## config.mk

```make
export PLATFORM = sky130hd
export DESIGN_NAME = proc_state_seq_flat
export DESIGN_NICKNAME = d
export VERILOG_FILES = /design/src/rtl/proc_state_seq_if.sv /design/src/rtl/proc_state_seq.sv /design/src/flat_wrapper.sv
export SDC_FILE = /design/constraint.sdc
export NUM_CORES = 1
export LEC_CHECK = 0
export CAP_MARGIN = 15
export CORE_ASPECT_RATIO = 1.2
export CORE_MARGIN = 2
export CORE_UTILIZATION = 52
export DETAILED_ROUTE_END_ITERATION = 7
export PLACE_DENSITY = 0.85
export SYNTH_ARGS = -nofsm -noshare
export SYNTH_HDL_FRONTEND = slang
export SYNTH_SLANG_ARGS = --single-unit
```

## constraint.sdc

```tcl
create_clock -name CLK -period 3.8 [get_ports CLK]
set_input_delay 0.38 -clock CLK [delete_from_list [all_inputs] [get_ports CLK]]
set_output_delay 0.38 -clock CLK [all_outputs]
set_load 0.02 [all_outputs]
```

## src/rtl/proc_state_seq_if.sv

```systemverilog
// Control bundle between the instruction-cycle sequencer and the datapath.
// The master side is the sequencer; the slave side is the datapath/memory.
interface proc_state_seq_if;
    logic        MEM_READY;
    logic        HALT_REQ;
    logic        OP_IS_LOAD;
    logic        OP_IS_STORE;
    logic        OP_WRITES_RF;
    logic [2:0]  STATE;
    logic        IR_LOAD;
    logic        PC_LOAD;
    logic        RF_WE;
    logic        MEM_RD;
    logic        MEM_WR;
    logic        HALTED;
    logic [31:0] RETIRE_CNT;

    modport master (
        input  MEM_READY, HALT_REQ, OP_IS_LOAD, OP_IS_STORE, OP_WRITES_RF,
        output STATE, IR_LOAD, PC_LOAD, RF_WE, MEM_RD, MEM_WR, HALTED, RETIRE_CNT
    );

    modport slave (
        output MEM_READY, HALT_REQ, OP_IS_LOAD, OP_IS_STORE, OP_WRITES_RF,
        input  STATE, IR_LOAD, PC_LOAD, RF_WE, MEM_RD, MEM_WR, HALTED, RETIRE_CNT
    );
endinterface

```

## src/rtl/proc_state_seq.sv

```systemverilog
// Multi-cycle instruction sequencer: FETCH/DECODE/EXE/MEM/WB with memory
// wait states, halt, and a free-running retired-instruction counter.
module proc_state_seq #(
    parameter logic [31:0] RETIRE_INIT = 32'h0000_0000
) (
    input  logic             CLK,
    input  logic             RESET,
    proc_state_seq_if.master bus
);

    typedef enum logic [2:0] {
        S_INIT   = 3'b000,
        S_FETCH  = 3'b001,
        S_DECODE = 3'b010,
        S_EXE    = 3'b011,
        S_MEM    = 3'b100,
        S_WB     = 3'b101,
        S_HALT   = 3'b110
    } state_e;

    state_e      r_state;
    logic [31:0] r_retire_cnt;
    logic        w_in_fetch;
    logic        w_in_mem;
    logic        w_in_wb;

    // NOTE: state and counter use non-blocking assignments so every flop
    // samples the pre-edge values; the async reset also zeroes all strobes
    // because they are pure decodes of r_state.
    always_ff @(posedge CLK or negedge RESET) begin
        if (!RESET) begin
            r_state      <= S_INIT;
            r_retire_cnt <= RETIRE_INIT;
        end else begin
            // Every edge spent in WB leaves WB, so each one retires an instruction.
            if (r_state == S_WB)
                r_retire_cnt <= r_retire_cnt + 32'd1;

            case (r_state)
                S_INIT:   r_state <= S_FETCH;
                S_FETCH:  if (bus.MEM_READY) r_state <= S_DECODE;
                S_DECODE: r_state <= S_EXE;
                S_EXE:    r_state <= (bus.OP_IS_LOAD || bus.OP_IS_STORE) ? S_MEM : S_WB;
                S_MEM:    if (bus.MEM_READY) r_state <= S_WB;
                S_WB:     r_state <= bus.HALT_REQ ? S_HALT : S_FETCH;
                S_HALT:   r_state <= S_HALT;
                default:  r_state <= S_INIT;
            endcase
        end
    end

    assign w_in_fetch = (r_state == S_FETCH);
    assign w_in_mem   = (r_state == S_MEM);
    assign w_in_wb    = (r_state == S_WB);

    // Strobes are unregistered so they track wait states and reset in the same cycle.
    assign bus.STATE      = r_state;
    assign bus.MEM_RD     = w_in_fetch || (w_in_mem && bus.OP_IS_LOAD);
    assign bus.MEM_WR     = w_in_mem && bus.OP_IS_STORE && !bus.OP_IS_LOAD;
    assign bus.IR_LOAD    = w_in_fetch && bus.MEM_READY;
    assign bus.PC_LOAD    = w_in_wb;
    assign bus.RF_WE      = w_in_wb && bus.OP_WRITES_RF;
    assign bus.HALTED     = (r_state == S_HALT);
    assign bus.RETIRE_CNT = r_retire_cnt;

endmodule

```

## src/flat_wrapper.sv

```systemverilog
// flat-port wrapper written by rule: the top's interface ports become plain ports
module proc_state_seq_flat 
#(
    parameter logic [31:0] RETIRE_INIT = 32'h0000_0000
)
  (CLK, RESET, bus_MEM_READY, bus_HALT_REQ, bus_OP_IS_LOAD, bus_OP_IS_STORE, bus_OP_WRITES_RF, bus_STATE, bus_IR_LOAD, bus_PC_LOAD, bus_RF_WE, bus_MEM_RD, bus_MEM_WR, bus_HALTED, bus_RETIRE_CNT);
  proc_state_seq_if bus_i ();
  input  logic CLK;
  input  logic RESET;
  input wire logic [$bits(bus_i.MEM_READY)-1:0] bus_MEM_READY;
  input wire logic [$bits(bus_i.HALT_REQ)-1:0] bus_HALT_REQ;
  input wire logic [$bits(bus_i.OP_IS_LOAD)-1:0] bus_OP_IS_LOAD;
  input wire logic [$bits(bus_i.OP_IS_STORE)-1:0] bus_OP_IS_STORE;
  input wire logic [$bits(bus_i.OP_WRITES_RF)-1:0] bus_OP_WRITES_RF;
  output wire logic [$bits(bus_i.STATE)-1:0] bus_STATE;
  output wire logic [$bits(bus_i.IR_LOAD)-1:0] bus_IR_LOAD;
  output wire logic [$bits(bus_i.PC_LOAD)-1:0] bus_PC_LOAD;
  output wire logic [$bits(bus_i.RF_WE)-1:0] bus_RF_WE;
  output wire logic [$bits(bus_i.MEM_RD)-1:0] bus_MEM_RD;
  output wire logic [$bits(bus_i.MEM_WR)-1:0] bus_MEM_WR;
  output wire logic [$bits(bus_i.HALTED)-1:0] bus_HALTED;
  output wire logic [$bits(bus_i.RETIRE_CNT)-1:0] bus_RETIRE_CNT;
  assign bus_i.MEM_READY = bus_MEM_READY;
  assign bus_i.HALT_REQ = bus_HALT_REQ;
  assign bus_i.OP_IS_LOAD = bus_OP_IS_LOAD;
  assign bus_i.OP_IS_STORE = bus_OP_IS_STORE;
  assign bus_i.OP_WRITES_RF = bus_OP_WRITES_RF;
  assign bus_STATE = bus_i.STATE;
  assign bus_IR_LOAD = bus_i.IR_LOAD;
  assign bus_PC_LOAD = bus_i.PC_LOAD;
  assign bus_RF_WE = bus_i.RF_WE;
  assign bus_MEM_RD = bus_i.MEM_RD;
  assign bus_MEM_WR = bus_i.MEM_WR;
  assign bus_HALTED = bus_i.HALTED;
  assign bus_RETIRE_CNT = bus_i.RETIRE_CNT;
  proc_state_seq #(.RETIRE_INIT(RETIRE_INIT)) u_core (.CLK(CLK), .RESET(RESET), .bus(bus_i));
endmodule
```

# Yosys cells after proc, flatten, opt, wreduce, memory -nomap -nowiden
# Cells that the tools add are included.
# totals
reg_bits,35
in_bits,7
output_inout_bits,41
word_cells,26
# op_classes
n_addsub,1
n_eq_ne,8
mux,5
n_reduce_logical,10
# op_table
operator,n
$add 32x1->32 const B,1
$pmux 3 s7,1
$eq 3x3->1 const B,3
$mux 3,3
$eq 3x2->1 const B,2
$logic_and 1x1->1,5
$ne 2x2->1 const B,2
$eq 3x1->1 const B,1
$logic_not 3->1,1
$logic_or 1x1->1,2
$reduce_and 2->1,1
$logic_not 1->1,1
$mux 1,1

# Logic depth before layout (Yosys ltp)
# logic_depth
ltp_word,3
depth_mapped,6
depth_no_buf,5

# Worst setup path after synthesis
# Ideal clock, no wire load.
# synth_path
kind,reg-to-reg
startpoint,"reg u_core.r_state[0], in the netlist u_core.bus.STATE[0]"
endpoint,"reg u_core.r_retire_cnt[31], in the netlist u_core.bus.RETIRE_CNT[31]"
setup_time_ns,0.079
arrival_time_ns,1.785
path_slack_ns,1.936
path_stages_with_launch,7
n_path_buf,2
period_less_slack_ns,1.864
cell_sequence,dfrtp_1 -> buf_6 -> nand3b_4 -> or4_1 -> buf_4 -> nor4b_4 -> xor2_1
# synth_via
elab_chain_cells,1
# synth_rtl
item,line_no,rtl
from (decl),proc_state_seq.sv:21,state_e r_state;
from (signal assigned),proc_state_seq.sv:43,S_EXE: r_state <= (bus.OP_IS_LOAD || bus.OP_IS_STORE) ? S_MEM : S_WB;
from (signal assigned),proc_state_seq.sv:45,S_WB: r_state <= bus.HALT_REQ ? S_HALT : S_FETCH;
$eq 3x3->1,proc_state_seq.sv:36,if (r_state == S_WB)
to (signal assigned),proc_state_seq.sv:37,r_retire_cnt <= r_retire_cnt + 32'd1;
to (decl),proc_state_seq.sv:22,logic [31:0] r_retire_cnt;
# No other way between the ends.
# A chain may end at the register's enable or synchronous reset.

# Worst setup path in the final report
# layout_path
startpoint,"reg u_core.r_state[2], in the netlist u_core.bus.STATE[2]"
endpoint,out bus_RF_WE
# layout_via
elab_chain_cells,2
# layout_rtl
item,line_no,rtl
$eq 3x3->1,proc_state_seq.sv:54,assign w_in_wb = (r_state == S_WB);
$logic_and 1x1->1,proc_state_seq.sv:62,assign bus.RF_WE = w_in_wb && bus.OP_WRITES_RF;
to (decl),flat_wrapper.sv:18,output wire logic [$bits(bus_i.RF_WE)-1:0] bus_RF_WE;
# No other way between the ends.

==> results.toml <==
[sta]
period_share_pct = 59.9
finalHoldViolCount = 0
maxSlewViolCount = 0
tightest_slew_ns = 0.568
rsz0062_at_grt = "no"
finClkSkew_ns = 0.00503
setup-tns-final_ns = 0
fin_crit_ns = 2.27
fin_ws_ns = 1.53
max_slew_margin_pct = 61.9
setup_viol = 0
fmax_mhz = 440

[clock_network]
cts_hold_buffers = 0
post-cts-setup-buffers = 0
cts.repair.resized = 0
worst_setup_hold_path_clk_slew_ns = 0.07
cts_made_buffers = 5
cts_tree = "done"
cts_sinks = 35
root_buffer = "clkbuf_8"
clockBufferDepth = 2
cts-htree-levels = 2
insertion_delay_ns = 0.29

[logic_synthesis]
synth_compound_area_share_pct = 3.03
ys_ff_latch = 35
netlist_area_um2 = 1810
synth-adder-area-share_pct = 0.690
yosysWarnings = 0
syn_area_per_cell_um2 = 10.6
synth_area_leaders = "dfrtp_1, xnor2_1, nand4_1"
synth_top_area_cell = "dfrtp_1"
yosys.cell_types.count = 36
syn-num-nets = 179
synth_xor_area_share_pct = 15.0
synth_cells = 171
synth-simple-area-share_pct = 29.2
seq_area_frac_synth_pct = 48.3
synth_mux_area_share_pct = 0.621
synth_top_family_by_area = "simple AND/OR/NAND/NOR gates"
synth_top_cell_area_share_pct = 48.3

[placement]
place_ws_ns = 1.57
hpwl_um = 2750
port_buffers = 47
placed_cell_area_um2 = 2300
place.gp.congestion = 0.769

[worst_hold_path]
min_path_type = "reg -> reg"
worstHoldStart = "u_core.bus.RETIRE_CNT[31]"
holdPathStages = 1
holdPathEnd = "u_core.bus.RETIRE_CNT[31]"

[floorplan]
die_height_um = 68.7
num_rows = 23
die_area_um2 = 3980
core_area_um2 = 3340
die_w_um = 57.9
boundaryPins = 48
start_util_pct = 54.3

[global_routing]
gr-total-overflow = 0
track_usage_pct = 22.2
grt_max_degree = 36
grt_first_pass_wirelength_um = 6460
grt_pass1_vias = 1417
antenna_found_initial = 0

[power]
max-vdd-ir-drop_v = 0.000412
p_per_area_nw_per_um2 = 448
total_power_mw = 1.07
pwr-share-clk_pct = 24.0
p_leak_nw = 1.03
p_seq_share_pct = 45.4
internal_power_mw = 0.703
p_switching_mw = 0.364
p_comb_share_pct = 30.5
swShare_pct = 34.1

[worst_setup_path]
worstSetupPathType = "reg -> out"
r2r-start = "u_core.bus.STATE[2]"
crit_path_max_incr_delay_ns = 0.60
crit_path_start_kind = "register"
end_kind = "output pin"
cp_slowest_cell = "dfrtp_1"
cp_max_fo = 12
ff2ff_setup_slack_ns = 1.77
cp_cell_sequence = "nand3b_4 -> inv_1 -> and2_1 -> clkdlybuf4s50_1"
r2r-end = "u_core.bus.RETIRE_CNT[29]"
cp.required_ns = 3.42
arrival_ns = 1.89
worstRegToRegCells = 4

[finish]
fill_cells = 246
design_area_um2 = 2380
n_antenna_cell = 0
synthToLayoutAreaGrowth_pct = 31.4
fin_nets = 228
drive_above_1_share_pct = 8.14

[routing]
wl_per_cell_um = 14.8
first_pass_iters = 4
ant_nets = 0
drt-initial-drc-count = 43
drc = 0
vias_per_cell = 5.48
vias = 1414
wl_um = 3810

[run]
max-cap-violations = 0

[run_status]
status = "complete, no violations"
-- synthesized netlist by cell type --
library cell  instances
a21boi_0              1
a21oi_1               1
a22o_1                1
and2_0                1
and2_1                5
and2b_1               1
and3_1                6
and4_1                2
buf_2                 1
buf_4                 1
buf_6                 1
clkbuf_1              3
dfrtp_1              35
ha_1                  1
inv_1                 6
mux2_2                1
nand2_1              16
nand3_1              12
nand3b_4              1
nand4_1              14
nand4b_1              2
nor2_1                7
nor2b_1               1
nor3_1                3
nor3_2                1
nor4_2                2
nor4_4                2
nor4b_4               1
nor4bb_1              1
o21ai_0               4
o22ai_1               1
o31ai_1               1
or2_2                 3
or4_1                 1
xnor2_1              24
xor2_1                7
-- logic make-up (layout without fill, tap and decap cells) --
group	count (synthesis)	count (layout)
XOR/XNOR	31	31
adder cells (fa/ha/maj)	1	1
multiplexers	1	1
flip-flops	35	35
AND/OR/NAND/NOR	82	82
buffers and inverters	12	62
AO/OA/AOI/OAI	9	9
-- flip-flops by register name, indices dropped and copies added, names as in the netlist --
register,cells
u_core.bus.STATE,3
u_core.bus.RETIRE_CNT,32
-- power groups by stage --
stage | Clock (mW) | Combinational (mW) | Sequential, mW
4_1_cts | 0.263 | 0.331 | 0.485
6_report | 0.257 | 0.326 | 0.485
3_3_place_gp | 0 | 0.321 | 0.485
5_1_grt | 0.282 | 0.355 | 0.494
3_5_place_dp | 0 | 0.327 | 0.491
2_1_floorplan | 0 | 0.179 | 0.499
-- area by class of cell --
| class | instances | area, um2 | area share [%] |
|---|---|---|---|
| clock buffers | 7 | 76.3 | 3.20 |
| clock inverters | 1 | 5.00 | 0.210 |
| inverters | 6 | 22.5 | 0.944 |
| multi-input cells | 124 | 881 | 36.9 |
| flip-flops and latches | 35 | 876 | 36.7 |
| well taps | 37 | 46.3 | 1.94 |
| repair buffers | 48 | 478 | 20.0 |
-- through the flow --
stage	util [%]	instances	hold slack [ns]
6_report	71.4	258	0.463
5_1_grt	71.4	258	0.478
4_1_cts	71.4	258	0.470
3_5_place_dp	69.0	250	0.457
3_3_place_gp	69.0	250	0.459
2_1_floorplan	-	171	0.0844
-- metal layers --
layer	global-route usage [%]	vias to the layer above	part of all wire, %
li1	-	696	-
met1	25.0	668	43
met5	0	-	0
met4	7.85	0	1.6
met3	6.53	5	4.9
met2	39.9	45	50
-- how the worst max path moves through the flow --
stage | to | slack (ns) | startpoint | cells after the start
2_1_floorplan | u_core.bus.RETIRE_CNT[31] | 1.94 | u_core.bus.STATE[0] | 6
3_5_place_dp | bus_IR_LOAD | 1.57 | bus_MEM_READY | 3
4_1_cts | bus_RF_WE | 1.52 | u_core.bus.STATE[2] | 4
6_report | bus_RF_WE | 1.53 | u_core.bus.STATE[2] | 4
5_1_grt | bus_RF_WE | 1.43 | u_core.bus.STATE[2] | 4
3_3_place_gp | bus_IR_LOAD | 1.62 | bus_MEM_READY | 3
-- worst max-delay path, delay by kind of cell (launching register included) --
family,cells,cell delay [ns]
flip-flops,1,0.60
buffers and inverters,2,0.74
AND/OR/NAND/NOR,2,0.28
-- cells in the final DEF (no fill, tap or decap), types with 4 or more instances in the layout --
master / n
inv_1: 6
xor2_1: 7
nand2_1: 16
nand4_1: 14
xnor2_1: 24
and2_1: 5
and3_1: 6
o21ai_0: 4
nand3_1: 12
dfrtp_1: 35
clkdlybuf4s50_1: 47
clkbuf_8: 5
nor2_1: 7
(Power assumes the default switching activity.)
